[config.mk]
export PLATFORM = sky130hd
export DESIGN_NAME = if_prefetch_flat
export DESIGN_NICKNAME = d
export VERILOG_FILES = /design/src/rtl/if_prefetch_if.sv /design/src/rtl/if_prefetch.sv /design/src/flat_wrapper.sv
export SDC_FILE = /design/constraint.sdc
export NUM_CORES = 1
export LEC_CHECK = 0
export CAP_MARGIN = 0
export CORE_ASPECT_RATIO = 1.5
export CORE_MARGIN = 3
export CORE_UTILIZATION = 49
export CTS_CLUSTER_DIAMETER = 120
export CTS_CLUSTER_SIZE = 14
export DETAILED_ROUTE_END_ITERATION = 7
export PLACE_DENSITY = 0.76
export SLEW_MARGIN = 10
export SYNTH_ARGS = -nofsm -noshare
export SYNTH_HDL_FRONTEND = slang
export SYNTH_SLANG_ARGS = --single-unit
[constraint.sdc]
create_clock -name clk -period 2.25 [get_ports clk]
set_input_delay 0.3375 -clock clk [delete_from_list [all_inputs] [get_ports clk]]
set_output_delay 0.3375 -clock clk [all_outputs]
set_load 0.02 [all_outputs]
[src/rtl/if_prefetch_if.sv]
// -----------------------------------------------------------------------------
// if_prefetch_if
// Instruction-memory request/acknowledge port used by the fetch front end.
//   mem_req   : fetch request, held high until the matching ack
//   mem_addr  : fetch word address, stable while mem_req=1 and no ack
//   mem_ack   : one-cycle response strobe, only meaningful while mem_req=1
//   mem_rdata : instruction word, sampled when mem_ack=1
// Modports: master = fetch unit (drives the request), slave = memory.
// -----------------------------------------------------------------------------
interface if_prefetch_if #(
  parameter int PC_W = 8
);
  logic            mem_req;
  logic [PC_W-1:0] mem_addr;
  logic            mem_ack;
  logic [31:0]     mem_rdata;

  modport master (output mem_req, mem_addr, input mem_ack, mem_rdata);
  modport slave  (input mem_req, mem_addr, output mem_ack, mem_rdata);
endinterface

[src/rtl/if_prefetch.sv]
// -----------------------------------------------------------------------------
// if_prefetch
// Instruction-fetch front end with a DEPTH-entry prefetch queue. Holds the
// fetch PC, issues one outstanding request at a time to a variable-latency
// instruction memory, queues the returned words and presents the head entry
// to the fetch/decode buffer. Branch/jump redirects flush the queue; a request
// already in flight at redirect time is completed and its data dropped.
//
// Ports:
//   clk, rst        : clock; asynchronous active-low reset
//   stall           : downstream hold, head entry is not consumed
//   branch_taken    : redirect to branch_pc
//   branch_pc       : branch target
//   jmp             : redirect to jmp_pc (wins over branch_taken)
//   jmp_pc          : jump target
//   mem             : instruction-memory port (master side)
//   out_valid       : queue head holds a valid instruction
//   out_instr       : head instruction, 32'h0 when out_valid=0
//   out_pc          : head instruction address
//   out_next_pc     : out_pc + 1 (wraps)
// -----------------------------------------------------------------------------
module if_prefetch #(
  parameter int              PC_W     = 8,
  parameter int              DEPTH    = 4,
  parameter logic [PC_W-1:0] RESET_PC = '0
) (
  input  logic              clk,
  input  logic              rst,
  input  logic              stall,
  input  logic              branch_taken,
  input  logic [PC_W-1:0]   branch_pc,
  input  logic              jmp,
  input  logic [PC_W-1:0]   jmp_pc,
  if_prefetch_if.master     mem,
  output logic              out_valid,
  output logic [31:0]       out_instr,
  output logic [PC_W-1:0]   out_pc,
  output logic [PC_W-1:0]   out_next_pc
);

  localparam int                PTR_W = $clog2(DEPTH);
  localparam int                CNT_W = PTR_W + 1;
  localparam logic [CNT_W-1:0]  FULL  = CNT_W'(DEPTH);

  typedef enum logic [1:0] {
    S_IDLE,  // no request outstanding
    S_REQ,   // request for fpc outstanding
    S_DROP   // request outstanding whose data is stale after a redirect
  } state_t;

  state_t             state_q, state_d;
  logic [PC_W-1:0]    fpc_q, fpc_d;
  logic [PC_W-1:0]    addr_q, addr_d;
  logic [PTR_W-1:0]   rd_ptr_q, rd_ptr_d;
  logic [PTR_W-1:0]   wr_ptr_q, wr_ptr_d;
  logic [CNT_W-1:0]   count_q, count_d;

  logic [31:0]        q_instr [DEPTH];
  logic [PC_W-1:0]    q_pc    [DEPTH];

  logic               redirect;
  logic [PC_W-1:0]    target;
  logic               ack;
  logic               push;
  logic               pop;

  assign redirect = jmp | branch_taken;
  assign target   = jmp ? jmp_pc : branch_pc;
  // An ack is only meaningful while a request is outstanding.
  assign ack      = mem.mem_ack & (state_q != S_IDLE);
  assign out_valid = (count_q != '0);
  // A redirect flushes the queue, so it suppresses both the push of a
  // same-cycle response and the consumption of the head.
  assign push     = (state_q == S_REQ) & ack & ~redirect;
  assign pop      = out_valid & ~stall & ~redirect;

  // NOTE: every signal written here gets a default first, so no path through
  // the block leaves a value unassigned and no latch is inferred.
  always_comb begin
    state_d  = state_q;
    fpc_d    = fpc_q;
    rd_ptr_d = rd_ptr_q;
    wr_ptr_d = wr_ptr_q;
    count_d  = count_q;

    if (redirect) begin
      fpc_d    = target;
      rd_ptr_d = '0;
      wr_ptr_d = '0;
      count_d  = '0;
    end else begin
      if (push) begin
        wr_ptr_d = wr_ptr_q + 1'b1;
        fpc_d    = fpc_q + 1'b1;
      end
      if (pop) begin
        rd_ptr_d = rd_ptr_q + 1'b1;
      end
      unique case ({push, pop})
        2'b10:   count_d = count_q + 1'b1;
        2'b01:   count_d = count_q - 1'b1;
        default: count_d = count_q;
      endcase
    end

    unique case (state_q)
      S_IDLE: begin
        state_d = (count_d < FULL) ? S_REQ : S_IDLE;
      end
      S_REQ: begin
        if (ack) begin
          state_d = (count_d < FULL) ? S_REQ : S_IDLE;
        end else if (redirect) begin
          state_d = S_DROP;
        end
      end
      S_DROP: begin
        // A second redirect while the stale request is still pending keeps
        // waiting for it: only one request may ever be outstanding.
        if (ack) begin
          state_d = (count_d < FULL) ? S_REQ : S_IDLE;
        end
      end
      default: state_d = S_IDLE;
    endcase
  end

  // The memory address is a separate register so it stays frozen for the
  // whole life of a request, including a DROP where fpc already points at
  // the redirect target. It reloads only when no request is held open.
  assign addr_d = ((state_q == S_IDLE) || ack) ? fpc_d : addr_q;

  // NOTE: sequential state uses non-blocking assignments so every register
  // samples the pre-edge values regardless of statement order.
  always_ff @(posedge clk or negedge rst) begin
    if (!rst) begin
      state_q  <= S_IDLE;
      fpc_q    <= RESET_PC;
      addr_q   <= RESET_PC;
      rd_ptr_q <= '0;
      wr_ptr_q <= '0;
      count_q  <= '0;
    end else begin
      state_q  <= state_d;
      fpc_q    <= fpc_d;
      addr_q   <= addr_d;
      rd_ptr_q <= rd_ptr_d;
      wr_ptr_q <= wr_ptr_d;
      count_q  <= count_d;
    end
  end

  // NOTE: queue storage is deliberately not reset; count_q gates every read,
  // so stale contents are never visible and the array maps onto plain RAM.
  always_ff @(posedge clk) begin
    if (push) begin
      q_instr[wr_ptr_q] <= mem.mem_rdata;
      q_pc[wr_ptr_q]    <= fpc_q;
    end
  end

  assign mem.mem_req  = (state_q != S_IDLE);
  assign mem.mem_addr = addr_q;

  assign out_instr   = out_valid ? q_instr[rd_ptr_q] : 32'h0;
  assign out_pc      = out_valid ? q_pc[rd_ptr_q]    : '0;
  assign out_next_pc = out_pc + 1'b1;

endmodule

[src/flat_wrapper.sv]
// flat-port wrapper written by rule: the top's interface ports become plain ports
module if_prefetch_flat 
#(
  parameter int              PC_W     = 8,
  parameter int              DEPTH    = 4,
  parameter logic [PC_W-1:0] RESET_PC = '0
)
  (clk, rst, stall, branch_taken, branch_pc, jmp, jmp_pc, out_valid, out_instr, out_pc, out_next_pc, mem_mem_req, mem_mem_addr, mem_mem_ack, mem_mem_rdata);
  if_prefetch_if #(.PC_W(PC_W)) mem_i ();
  input  logic clk;
  input  logic rst;
  input  logic stall;
  input  logic branch_taken;
  input  logic [PC_W-1:0] branch_pc;
  input  logic jmp;
  input  logic [PC_W-1:0] jmp_pc;
  output logic out_valid;
  output logic [31:0] out_instr;
  output logic [PC_W-1:0] out_pc;
  output logic [PC_W-1:0] out_next_pc;
  output wire logic [$bits(mem_i.mem_req)-1:0] mem_mem_req;
  output wire logic [$bits(mem_i.mem_addr)-1:0] mem_mem_addr;
  input wire logic [$bits(mem_i.mem_ack)-1:0] mem_mem_ack;
  input wire logic [$bits(mem_i.mem_rdata)-1:0] mem_mem_rdata;
  assign mem_mem_req = mem_i.mem_req;
  assign mem_mem_addr = mem_i.mem_addr;
  assign mem_i.mem_ack = mem_mem_ack;
  assign mem_i.mem_rdata = mem_mem_rdata;
  if_prefetch #(.PC_W(PC_W), .DEPTH(DEPTH), .RESET_PC(RESET_PC)) u_core (.clk(clk), .rst(rst), .stall(stall), .branch_taken(branch_taken), .branch_pc(branch_pc), .jmp(jmp), .jmp_pc(jmp_pc), .mem(mem_i), .out_valid(out_valid), .out_instr(out_instr), .out_pc(out_pc), .out_next_pc(out_next_pc));
endmodule
# Yosys cells after proc, flatten, opt, wreduce, memory -nomap -nowiden
# Memories as Yosys holds them, arrays and structs flattened.
# Index checks and enable logic that the tools add are counted.
# word_totals
register_bits	25
mem_bits_rw	160
out_inout_bits	58
mem_count	2
word_cells	54
input_bits	54
# op_classes
order_cmp	1
n_bitwise	8
muxes	18
add_sub_neg	6
eq_ne	6
n_reduce_logical	7
# mem_list
name	depth	word_bits	rd	rd_ports_with_merged_regs	write_ports	line	rtl
u_core.q_instr	4	32	1	0	1	if_prefetch.sv:58	logic [31:0] q_instr [DEPTH];
u_core.q_pc	4	8	1	0	1	if_prefetch.sv:59	logic [PC_W-1:0] q_pc [DEPTH];
# op_table
cell	count
two-way mux 32 bit	1
two-way mux 8 bit	4
adder 8 x 1 -> 8 bit, second input constant	2
two-way mux 2 bit	7
case mux 2 bit (3 select lines)	1
case mux 3 bit (2 select lines)	1
nonzero test 2 bit	3
AND 1 bit	5
adder 2 x 1 -> 2 bit, second input constant	2
== test 2 x 1 -> 1 bit, second input constant	2
== test 2 bit, second input constant	2
adder 3 x 1 -> 3 bit, second input constant	1
< comparator 3 bit, second input constant	1
two-way mux 1 bit	3
two-way mux 3 bit	1
inequality test 3 x 1 -> 1 bit, second input constant	1
nonzero test 3 bit	1
subtractor 3 x 1 -> 3 bit, second input constant	1
logical NOT 2 bit	1
inequality test 2 x 1 -> 1 bit, second input constant	1
NOT 1 bit	2
AND reduction 2 bit	1
logical OR 1 bit	1
OR 1 bit	1

# Longest topological paths before layout
# depth
ltp_word	11
ltp_mapped	11
ltp_nobuf	9

# Worst setup path before layout
# OpenSTA, ideal clock, no wires.
# synth_timing
path_kind	register -> output
start	reg u_core.count_q[1]
end	out out_next_pc[6]
path_slack_ns	-0.549
path_buffers	1
path_stages_with_launch	10
arrival_time_ns	2.461
required_time_ns	1.913
path_cell_list	dfrtp_1 > nor3_2 > inv_1 > clkbuf_1 > nand2_1 > inv_1 > ha_1 > and3_1 > nand3_1 > mux2i_1
# synth_via
elab_chain_len	3
# synth_rtl
element	line	rtl
start, declared	if_prefetch.sv:56	logic [CNT_W-1:0] count_q, count_d;
start signal, assigned	if_prefetch.sv:149	count_q <= count_d;
nonzero test 3 bit	if_prefetch.sv:71	assign out_valid = (count_q != '0);
net out_valid	flat_wrapper.sv:17	output logic out_valid;
two-way mux 8 bit	if_prefetch.sv:166	assign out_pc = out_valid ? q_pc[rd_ptr_q] : '0;
net out_pc[0]	flat_wrapper.sv:19	output logic [PC_W-1:0] out_pc;
adder 8 x 1 -> 8 bit	if_prefetch.sv:167	assign out_next_pc = out_pc + 1'b1;
end, declared	flat_wrapper.sv:20	output logic [PC_W-1:0] out_next_pc;
# The timed path passes the listed nets, and every way through them passes these cells.

# Final worst setup path
# layout_timing
start	reg u_core.rd_ptr_q[0]
end	out out_next_pc[7]
# layout_via
elab_chain_len	3
# layout_rtl
element	line	rtl
start, declared	if_prefetch.sv:54	logic [PTR_W-1:0] rd_ptr_q, rd_ptr_d;
start signal, assigned	if_prefetch.sv:147	rd_ptr_q <= rd_ptr_d;
memory (4 x 8 bit)	--	
two-way mux 8 bit	if_prefetch.sv:166	
adder 8 x 1 -> 8 bit	if_prefetch.sv:167	
# Every way passes these cells.

==> impl_metrics.csv <==
group,metric,value,unit
run_status,status,"complete, but fails checks",
run_status,violations,"negative setup slack",
pwr,p_clk_frac,0.379,
pwr,power.density,713,nW/um^2
critical_path,worstPathRequired,1.91,ns
logic_synthesis,syn-num-nets,468,
critical_path,endpoint_kind,"output pin",
logic_synthesis,synth_top_cell_by_area,"edfxtp_1",
logic_synthesis,ys_top_cells_by_area,"edfxtp_1 63%, mux4_2 12%, dfrtp_1 8.2%",
pwr,combPwrFrac,0.085,
logic_synthesis,synthCells,406,
clock_network,cts_tree,"done",
routing,vias,4308,
pwr,p_leak,3.71,nW
logic_synthesis,synth_top_family_by_area,"multiplexers",
critical_path,r2r-start,"u_core.count_q[2]$_DFF_PN0_",
logic_synthesis,synth_compound_area_frac,0.0175,
finish,area_delta_synth_final,34.4,%
critical_path,worstRegToRegCells,9,
logic_synthesis,synth_area,7590,sq um
clock_network,clock-sinks,185,
logic_synthesis,synthArstFlopShare,0.135,
critical_path,crit_path_top_delay_cell,"dfrtp_4",
logic_synthesis,synthMuxAreaShare,0.148,
sta,maxSlewViolCount,0,
finish,fin_area,10200,sq um
pwr,peakVddDrop,0.530,mV
critical_path,start_kind,"flip-flop",
finish,drive_gt1_frac,0.413,
pwr,internal_power,5.62,mW
pwr,p_seq_frac,0.535,
global_route,antenna_found_initial,0,
critical_path,crit_chain,"buf_12 -> mux4_2 -> nand4_4 -> a2111oi_4 -> o2111ai_2 -> xnor2_2 -> buf_4",
global_route,met3_usage,0.0418,
critical_path,critPathMaxFanout,6,
floorplanning,floorplan.rows,55,
logic_synthesis,synth_cell_type_count,42,
run,cap_violations,0,
floorplanning,io_pins,112,
logic_synthesis,yosysTopAreaCellShare,0.633,
routing,drt_iter0_drc,264,
finish,fillCellCount,1014,
critical_path,worstSetupStartpoint,"u_core.rd_ptr_q[0]$_DFFE_PN0P_",
critical_path,slowest_delay,0.52,ns
sta,fmax,0.363,GHz
place,placed_area,9360,sq um
logic_synthesis,synth_fa_ha_area_frac,0.0142,
global_route,grt-busiest-layer,"met2",
routing,drcViolationCount,0,
finish,fin_util,0.674,
logic_synthesis,yosys_warnings,0,
sta,timing.final.crit_share,1.23,
logic_synthesis,seq_area_frac_synth,0.715,
routing,drt_pass1_iterations,5,
sta,setup_viol,47,
global_route,grt_pass1_wl,23600,um
pwr,p_sw,1.65,mW
routing,avgViaCountPerCell,5.39,
finish,final_cell_mix,"160 x edfxtp_1, 62 x clkdlybuf4s50_1, 62 x buf_4",
sta,rsz0062_at_grt,"yes",
logic_synthesis,ys_ff_latch,185,
floorplanning,die_height,158,um
global_route,grt-ovfl-total,0,
global_route,use_met1,0.217,
sta,timing.final.ws_setup,-0.508,ns
clock_network,cts_buffer_depth,2,
logic_synthesis,synth_edf_count,160,
logic_synthesis,synth_flop_cell,"edfxtp_1",
clock_network,clock_latency,0.43,ns
routing,routedWlPerCell,19.4,um
global_route,grt_pass1_vias,4535,
floorplanning,die_w,108,um
global_route,grt_max_degree,41,
global_route,track_usage,0.186,
clock_network,root_buffer,"clkbuf_16",
floorplanning,initial_core_util,0.501,
place,numPortBuffers,111,
place,place_ws,-0.643,ns
place,gp_congestion,0.728,
sta,timing_worst_slew_pin_value,0.405,ns
global_route,met2_usage,0.326,
finish,nets,649,
critical_path,cp.arrival,2.42,ns
logic_synthesis,synthXorXnorAreaFrac,0.0173,
finish,layout_commonest_cell,"edfxtp_1",
routing,wirelength,15500,um
min_path,hold_path.class,"in -> async",
floorplanning,core-area,15100,sq um
sta,final.setup.tns,-8.50,ns
clock_network,cts_inserted_buffers,17,
logic_synthesis,synth_simple_gate_area_frac,0.0717,
critical_path,timing.rr.end,"u_core.state_q[0]$_DFFE_PN0P_",
critical_path,crit_type,"reg -> out",
pwr,power.share.switching,0.227,
clock_network,cts.clk_slew.worst_paths,0.07,ns
clock_network,cts_hold_buffers,0,
sta,slew_headroom,0.729,
clock_network,htreeDepth,4,
floorplanning,die-area,17100,sq um
sta,hold_viol_final,0,
sta,period_needed,2.76,ns
sta,skew,0.00909,ns
place,place_hpwl,9890,um
critical_path,rrSetupSlack,-0.05,ns
routing,detail-route-antenna-nets,0,
logic_synthesis,syn_avg_cell_area,18.7,sq um
==> timing repair <==
| item | in CTS | in global routing |
|---|---|---|
| setup buffers | 7 | 12 |
| gates resized for setup | 208 | 93 |
| endpoints found under the setup margin | 50 | 47 |
| pin swaps | 5 | 17 |
| cloned | 1 | 0 |
==> critical path, delay by kind of cell, from the launching register on <==
kind | cells | cell delay (ns)
XOR/XNOR | 1 | 0.18
AO/OA/AOI/OAI | 2 | 0.48
flip-flops | 1 | 0.52
AND/OR/NAND/NOR | 1 | 0.14
multiplexers | 1 | 0.37
buffers and inverters | 2 | 0.32
==> synthesized netlist by cell type (2+ instances only) <==
master,count
buf_1,2
nand3_1,4
xor2_1,8
clkbuf_1,7
mux2i_1,13
and2_1,43
a221oi_1,2
inv_1,8
dfrtp_1,25
nor2_1,15
o21ai_0,4
and3_1,2
buf_4,2
mux2_2,8
and3b_1,2
nand3b_1,3
xnor2_1,7
nand4_1,3
edfxtp_1,160
ha_1,7
nor2b_1,2
nand2_1,11
a21oi_1,4
buf_2,7
mux4_2,40
==> stage by stage <==
| stage | instances | hold slack, ns | total power [mW] |
|---|---|---|---|
| 2_1_floorplan | 406 | 0.0419 | 4.24 |
| 3_3_place_gp | 750 | 0.493 | 4.55 |
| 3_5_place_dp | 750 | 0.494 | 4.58 |
| 4_1_cts | 790 | 0.285 | 7.33 |
| 5_1_grt | 799 | 0.292 | 7.51 |
| 6_report | 800 | 0.283 | 7.27 |
==> power by group through the flow <==
stage / Sequential (mW) / Combinational, mW / Clock (mW)
floorplan: 3.99 / 0.248 / 0
global placement: 3.96 / 0.593 / 0
detailed placement: 3.97 / 0.608 / 0
CTS: 3.89 / 0.615 / 2.82
global route: 3.90 / 0.669 / 2.94
finish: 3.89 / 0.620 / 2.76
==> layout make-up <==
cell class / instances / area, sq um / share of cell area
sequential: 185 / 5440 / 0.533
tap: 199 / 249 / 0.0244
inverter: 8 / 32.5 / 0.00319
clock buffer: 17 / 425 / 0.0417
clock inverter: 15 / 131 / 0.0129
antenna: 1 / 2.50 / 0.000245
multi-input combinational: 194 / 2220 / 0.218
timing repair buffer: 181 / 1700 / 0.167
==> sequential cells by signal (all words and copies together), names as in the netlist <==
register             count
u_core.q_pc             32
u_core.fpc_q             8
u_core.wr_ptr_q          2
u_core.rd_ptr_q          2
u_core.mem.mem_addr      8
u_core.state_q           2
u_core.count_q           3
u_core.q_instr         128
==> metal layers <==
metal | part of all wire | wire [um]
met1 | 0.39 | 6030
met2 | 0.55 | 8520
met3 | 0.042 | 657
met4 | 0.021 | 319
met5 | 0 | 0
==> worst max path at each step <==
| stage | slack, ns | depth (start not counted) | endpoint |
|---|---|---|---|
| floorplan | -0.17 | 7 | out_next_pc[6] |
| global placement | -0.62 | 7 | out_next_pc[6] |
| detailed placement | -0.64 | 7 | out_next_pc[6] |
| CTS | -0.55 | 7 | out_next_pc[7] |
| global route | -0.63 | 7 | out_next_pc[7] |
| finish | -0.51 | 7 | out_next_pc[7] |
==> cells by family (layout without fill, tap and decap cells) <==
group                      after synthesis  after routing
DFF                                    185            185
and+or+nand+nor                         93             93
muxes                                   61             61
buffers and inverters                   27            221
AOI/OAI and AO/OA                       17             17
xor gates and xnor gates                15             15
adders and majority gates                8              8
other                                    0              1
(Power assumes the default switching activity.)
